### src/rtl/bc_clr_en_skid_buf.sv
// Two-entry valid/ready skid buffer with synchronous clear and global enable.
// Optional occupancy/transfer statistics outputs are built when BC_SKID_BUF_STAT_EN is defined.
module bc_clr_en_skid_buf #(
   parameter int unsigned          WIDTH    = 32,
   parameter logic [WIDTH-1:0]     INI_DATA = '0
) (
   input  logic             clk,
   input  logic             rst,
   input  logic             iEn,
   input  logic             iClr,
   input  logic             iVld,
   input  logic [WIDTH-1:0] iDat,
   output logic             oRdy,
   output logic             oVld,
   output logic [WIDTH-1:0] oDat,
   input  logic             iRdy
`ifdef BC_SKID_BUF_STAT_EN
   ,
   output logic [1:0]       oLvl,
   output logic [15:0]      oXferCnt
`endif
);

   // Handshake contract: a beat moves on a port only in a cycle where both
   // valid and ready are high at the clock edge; valid/ready here come from
   // registered state and iEn only, so neither output sees iVld or iRdy.
   typedef enum logic [1:0] {
      EMPTY = 2'd0,
      BUSY  = 2'd1,
      FULL  = 2'd2
   } stateT;

   stateT            state, stateNxt;
   logic [WIDTH-1:0] mainQ, mainNxt;
   logic [WIDTH-1:0] skidQ, skidNxt;
   logic             inXfer, outXfer;

   assign oVld    = iEn & (state != EMPTY);
   assign oRdy    = iEn & (state != FULL);
   assign oDat    = mainQ;
   assign inXfer  = iVld & oRdy;
   assign outXfer = oVld & iRdy;

   always_ff @(posedge clk) begin
      if (rst) begin
         state <= EMPTY;
         mainQ <= INI_DATA;
         skidQ <= INI_DATA;
      end else begin
         state <= stateNxt;
         mainQ <= mainNxt;
         skidQ <= skidNxt;
      end
   end

   always_comb begin
      stateNxt = state;
      mainNxt  = mainQ;
      skidNxt  = skidQ;
      if (iClr) begin
         // Flush wins over any handshake completing in this cycle.
         stateNxt = EMPTY;
         mainNxt  = INI_DATA;
         skidNxt  = INI_DATA;
      end else if (iEn) begin
         case (state)
            EMPTY: begin
               if (inXfer) begin
                  stateNxt = BUSY;
                  mainNxt  = iDat;
               end
            end
            BUSY: begin
               if (inXfer && outXfer) begin
                  mainNxt = iDat;
               end else if (inXfer) begin
                  stateNxt = FULL;
                  skidNxt  = iDat;
               end else if (outXfer) begin
                  stateNxt = EMPTY;
               end
            end
            FULL: begin
               if (outXfer) begin
                  stateNxt = BUSY;
                  mainNxt  = skidQ;
               end
            end
            default: begin
               stateNxt = EMPTY;
            end
         endcase
      end
   end

`ifdef BC_SKID_BUF_STAT_EN
   logic [15:0] xferCnt;

   always_ff @(posedge clk) begin
      if (rst || iClr) begin
         xferCnt <= 16'd0;
      end else if (outXfer) begin
         xferCnt <= xferCnt + 16'd1;
      end
   end

   assign oXferCnt = xferCnt;
   assign oLvl     = (state == FULL) ? 2'd2 : ((state == BUSY) ? 2'd1 : 2'd0);
`endif

endmodule
### config.mk
export PLATFORM = sky130hd
export DESIGN_NAME = bc_clr_en_skid_buf
export DESIGN_NICKNAME = d
export VERILOG_FILES = /design/src/rtl/bc_clr_en_skid_buf.sv
export SDC_FILE = /design/constraint.sdc
export NUM_CORES = 1
export LEC_CHECK = 0
export ABC_CLOCK_PERIOD_IN_PS = 3900
export CAP_MARGIN = 0
export CORE_ASPECT_RATIO = 0.6
export CORE_MARGIN = 2
export CORE_UTILIZATION = 35
export DETAILED_ROUTE_END_ITERATION = 12
export GPL_ROUTABILITY_DRIVEN = 0
export PLACE_DENSITY = 0.71
export SLEW_MARGIN = 20
export SYNTH_ARGS = -nofsm -noshare
export SYNTH_HDL_FRONTEND = slang
export SYNTH_SLANG_ARGS = --single-unit
### constraint.sdc
create_clock -name clk -period 3.9 [get_ports clk]
set_clock_uncertainty 0.2 [all_clocks]
set_input_delay 0.78 -clock clk [delete_from_list [all_inputs] [get_ports clk]]
set_output_delay 0.78 -clock clk [all_outputs]
set_load 0.01 [all_outputs]
==> results of run 1 <==
-- worst max-delay path, delay by kind of cell --
family	cells	cell delay [ns]
and+or+nand+nor	1	0.18
buffers and inverters	2	1.20
-- power breakdown --
| group | internal [uW] | switching, uW | total [uW] |
|---|---|---|---|
| logic | 83.7 | 84.8 | 168 |
| registers | 687 | 7.64 | 695 |
| clock network | 493 | 273 | 766 |
-- through the flow --
step                      total power, uW  util [%]  instances  setup slack (ns)
after floorplan                       796         -        308              1.41
after global routing                 1690      49.5        481             0.722
final                                1630      49.5        481             0.766
after CTS                            1650      49.5        481             0.764
after global placement                875      45.9        466             0.787
after detailed placement              878      45.9        466             0.769
-- per-layer routing --
layer | global-route usage, % | vias up | wire (um)
li1 | - | 1199 | -
met1 | 21.6 | 1124 | 3580
met2 | 26.1 | 83 | 3190
met3 | 6.21 | 11 | 554
met4 | 4.98 | 0 | 63
met5 | 0 | - | 0
-- sequential cells by signal (all words and copies together), names as in the netlist --
signal / count
state: 2
skidQ: 32
oDat: 32
-- cells in the mapped netlist, drive strengths merged --
cell	count	area (sq um)
or2	1	6.26
a211oi	32	390
nand3	1	5.00
xor2	1	8.76
nand2	66	248
a21oi	65	325
a21boi	1	7.51
and2b	2	17.5
o21ai	3	26.3
nand2b	2	15.0
nand3b	1	7.51
nor2	1	3.75
and2	2	15.0
o21a	1	7.51
dfxtp	66	1320
clkbuf	10	45.0
buf	19	130
o211ai	1	7.51
and3	1	6.26
mux2i	32	320
-- kinds of logic (layout without fill, tap and decap cells) --
family | after synthesis | in the layout
AO/OA/AOI/OAI | 103 | 103
XOR/XNOR | 1 | 1
buffers and inverters | 29 | 94
flip-flops | 66 | 66
multiplexers | 32 | 32
AND/OR/NAND/NOR | 77 | 77
-- how the worst max path moves through the flow --
stage	from	end	slack, ns	cells after the start
3_5_place_dp	iEn	oRdy	0.77	3
2_1_floorplan	iEn	oRdy	1.41	3
4_1_cts	iEn	oRdy	0.76	3
6_report	iEn	oRdy	0.77	3
3_3_place_gp	iEn	oRdy	0.79	3
5_1_grt	iEn	oRdy	0.72	3
-- layout make-up --
class	instances	area share (%)
clock buffer	13	7.10
clock inverter	2	0.253
multi-input combinational	213	36.0
sequential	66	33.4
tap	108	3.42
timing repair buffer	79	19.8
==> metrics, run 1 <==
status finished clean; RSZ-0062 raised after global routing false; Post-Syn Nets about 350; via count about 2,400; CTS root buf clkbuf_16; final hold violation count 0; worst r2r src state[1]$_SDFFE_PP0P_; cells on worst reg2reg path 4; WHS Endpoint skidQ[23]$_SDFFE_PP0P_; most common cell after layout, fill and taps aside clkdlybuf4s50_1; Area Growth Syn to Fin 35.6%; vias in the first global route roughly 2,300; Max-Cap Viols 0; clock edge transition at the registers on the reported setup and hold paths 0.05 ns; worst min path class flip-flop to flip-flop; Pwr per Cell Area 413 mW/mm^2; leakage between 0.001 and 0.0015 uW; fin crit period around 3.1 ns; Crit-path slowest cell clkdlybuf4s50_1; crit path capture type output port; final setup vio count 0; maximum clock rate 319 MHz; post-route cell area about 0.0040 sq mm; DRT iter0 DRCs approximately 100; core footprint 0.00798 sq mm; vias per inst between 5 and 6; NumNets Final just over 400; cell count after synthesis between 300 and 400; Inserted Clock Buffers 9; Synth Area in Simple Gates ~11%; worst rel slew slack 60.5%; Die Ht 74.7 um; largest family of logic cells by synthesized area compound AO/OA/AOI/OAI gates; post-synthesis mux area share between 10 and 15%; reg2reg setup slack around 2.0 ns; worst-path maximum fanout 10; CP arrival roughly 2.2 ns; largest net degree at the start of global routing 67; mapped cell area ~0.0029 sq mm; hold path depth 2; total congestion overflow 0; post-route antenna net violation count 0; # rows 25; # DRC 0; Seq cells post-synth 66; H-tree levels 3; gr usage total between 15 and 20%; critical path class input port to output port; critical hold path startpoint skidQ[23]$_SDFFE_PP0P_; Top cell by count, worst path clkdlybuf4s50_1; register area between 0.001 and 0.0015 sq mm; Yosys cell types 29; clock sink count 66; area of the multi-input gates between 0.001 and 0.0015 sq mm; Worst Tran Pin Value slightly below 0.6 ns; setup TNS 0 ns; crit path cell chain clkdlybuf4s50_1 -> and2_1 -> clkdlybuf4s50_1; initial cell density of the core between 30% and 40%; slowest stage delay, CP between 0.6 and 0.7 ns; xor and xnor area share after synthesis less than 1%; maximum clock path buffer count 2; post-CTS setup buffers 0; DP Area 0.00366 sq mm; port bufs around 70; diodes inserted 0; Synth Warn # 0; fill cell count approximately 750; initial antenna violation count 0; CTS tree done; fin crit share 80.4%; TritonRoute pass-1 iters 4; Routed Wire Length between 7000 and 8000 um; post-synthesis area per instance around 9.5 sq um; post_cts resized 0; Post-Synth Adder-Cell Area 0%; complex-gate fraction of the synthesized area about a quarter; maximum vdd ir drop 0.202 mV; clock latency on the worst-skew pair roughly 0.32 ns; reg2reg end oDat[5]$_SDFFE_PP0P_; Final Slew Violations 0; DIE AREA 0.00910 sq mm; IO Pins between 70 and 80; post-synthesis sequential area ratio a little under half; first-pass GRT wire length between 10,000 and 15,000 um; Worst Setup Start Kind input port; smallest hold slack about 0.25 ns; share of cells above drive strength 1 around 16%; most frequent cells in the layout 71 x clkdlybuf4s50_1, 66 x nand2_1, 66 x dfxtp_1, 65 x a21oi_1, 32 x mux2i_1; placed wire-length estimate around 4800 um; hold buffers post-CTS 0; WP data required roughly 3 ns; die span in x roughly 120 um; wire per inst between 15 and 20 um
Note: power is estimated with default switching activity, not from simulation.
==> inputs of run 2 (changes only) <==
- ABC_CLOCK_PERIOD_IN_PS: 3900 -> 2950
- clock period: 3.9 -> 2.95 ns (I/O delays scaled with it)
==> metrics, run 2 (synthesized netlist as in run 1, its figures left out) <==
die span in x 122 um (unchanged); clock edge transition at the registers on the reported setup and hold paths 0.05 ns (about the same); CP top delay family buffers and inverters (unchanged); share of cells above drive strength 1 15.7% (was 15.8%); largest net degree at the start of global routing 39 (was 67); maximum clock path buffer count 2 (unchanged); RSZ-0062 raised after global routing false (unchanged); wire per inst 15.8 um (was 15.4 um); CP arrival 1.75 ns (was 2.15 ns); crit path cell chain clkdlybuf4s50_1 -> o21a_1 -> clkdlybuf4s50_1 (was clkdlybuf4s50_1 -> and2_1 -> clkdlybuf4s50_1); fin crit period 2.54 ns; area of the multi-input gates 0.00142 sq mm (unchanged); vias per inst 5.00 (was 5.02); Flop pwr share 42.9% (was 42.7%); sw frac 22.9% (was 22.4%); maximum vdd ir drop 0.275 mV (was 0.202 mV); TritonRoute pass-1 iters 4 (unchanged); # rows 25 (unchanged); initial antenna violation count 0 (unchanged); CTS tree done (unchanged); most common cell after layout, fill and taps aside clkdlybuf4s50_1 (unchanged); clock sink count 66 (unchanged); Inserted Clock Buffers 9 (unchanged); final hold violation count 0 (unchanged); combinational share of power 10.4% (was 10.3%); Crit-path slowest cell clkdlybuf4s50_1 (unchanged); Max-Cap Viols 0 (unchanged); first-pass GRT wire length 12,400 um (was 11,600 um); Worst Setup Start Kind input port (unchanged); NumNets Final 408 (was 407); critical path class input port to output port (unchanged); Top cell by count, worst path clkdlybuf4s50_1 (unchanged); DIE AREA 0.00910 sq mm (unchanged); core footprint 0.00798 sq mm (unchanged); WP data required 2.16 ns (was 2.92 ns); IO Pins 72 (unchanged); clock latency on the worst-skew pair 0.33 ns (was 0.32 ns); Pwr per Cell Area 544 mW/mm^2 (was 413 mW/mm^2); register area 0.00132 sq mm (unchanged); smallest hold slack 0.252 ns (about the same); Die Ht 74.7 um (unchanged); CTS root buf clkbuf_16 (unchanged); setup TNS 0 ns (unchanged); P_sw 491 uW (was 365 uW); leakage 0.00148 uW (was 0.00149 uW); vias in the first global route 2,430 (was 2,347); Int Power 1650 uW (was 1260 uW); DRT iter0 DRCs 117 (was 104); gr usage total 17.8% (was 16.6%); hold buffers post-CTS 0 (unchanged); total congestion overflow 0 (unchanged); worst min path class flip-flop to flip-flop (unchanged); Power Total 2140 uW (was 1630 uW); Final Slew Violations 0 (unchanged); crit path capture type output port (unchanged); worst-path maximum fanout 3 (was 10); slowest stage delay, CP 0.53 ns (was 0.67 ns); diodes inserted 0 (unchanged); port bufs 71 (unchanged); clock share of power 46.7% (was 47.0%); Routed Wire Length 7630 um (was 7390 um); initial cell density of the core 36.5% (unchanged); status finished clean (unchanged); final setup vio count 0 (unchanged); WP buf/inv 2 (unchanged); post_cts resized 0 (unchanged); worst rel slew slack 61.6% (was 60.5%); post-CTS setup buffers 0 (unchanged); via count 2,415 (was 2,417); maximum clock rate 394 MHz; placed wire-length estimate 4930 um (was 4840 um); Worst Tran Pin Value 0.576 ns (was 0.592 ns); H-tree levels 3 (unchanged); most frequent cells in the layout 71 x clkdlybuf4s50_1, 66 x nand2_1, 66 x dfxtp_1, 65 x a21oi_1, 32 x mux2i_1 (unchanged); post-route antenna net violation count 0 (unchanged); fin crit share 86.1%; fill cell count 738 (was 754); # DRC 0 (unchanged); Area Growth Syn to Fin 35.2% (was 35.6%)
==> run 2: cell types whose count changed in the layout (fill, tap and decap cells not counted), sizes merged <==
cell and change:
clkbuf +1, buf +1
==> run 2: layout make-up <==
class,instances,share of cell area [%]
multi-input combinational,213,36.1
sequential,66,33.5
timing repair buffer,80,19.8
clock buffer,14,6.96
tap,108,3.43
clock inverter,2,0.254
==> run 2: final timing paths <==
check,start,endpoint,slack (ns),cells after the start
max,iEn,oVld,0.41,3
min,skidQ[7]$_SDFFE_PP0P_,skidQ[7]$_SDFFE_PP0P_,0.25,2
max reg2reg,state[1]$_SDFFE_PP0P_,oDat[9]$_SDFFE_PP0P_,0.98,4
min reg2reg,skidQ[7]$_SDFFE_PP0P_,skidQ[7]$_SDFFE_PP0P_,0.25,2
==> run 2: per-stage QoR <==
| stage | area [sq um] | instances | setup slack [ns] | utilization (%) |
|---|---|---|---|---|
| 3_5_place_dp | 3650 | 467 | 0.270 | 45.8 |
| 3_3_place_gp | 3650 | 467 | 0.357 | 45.8 |
| 5_1_grt | 3940 | 483 | 0.369 | 49.4 |
| 6_report | 3940 | 483 | 0.411 | 49.4 |
| 4_1_cts | 3940 | 483 | 0.398 | 49.4 |
| 2_1_floorplan | 2910 | 308 | 0.843 | - |
==> run 2: worst min-delay path: stages, from the launching register on <==
cell and delay, ns:
dfxtp_1 0.30, nand2_1 0.05, a21oi_1 0.05
==> run 2: power by group through the flow <==
| stage | registers, uW | clock network, uW | logic, uW |
|---|---|---|---|
| 2_1_floorplan | 942 | 0 | 109 |
| 3_3_place_gp | 937 | 0 | 218 |
| 3_5_place_dp | 937 | 0 | 223 |
| 4_1_cts | 919 | 1030 | 224 |
| 5_1_grt | 920 | 1070 | 240 |
| 6_report | 919 | 1000 | 224 |
==> run 2: per-layer routing <==
metal | GRT usage, % | wire, um
met1 | 24.6 | 3810
met2 | 26.2 | 3150
met3 | 6.21 | 600
met4 | 6.26 | 61
met5 | 0 | 0
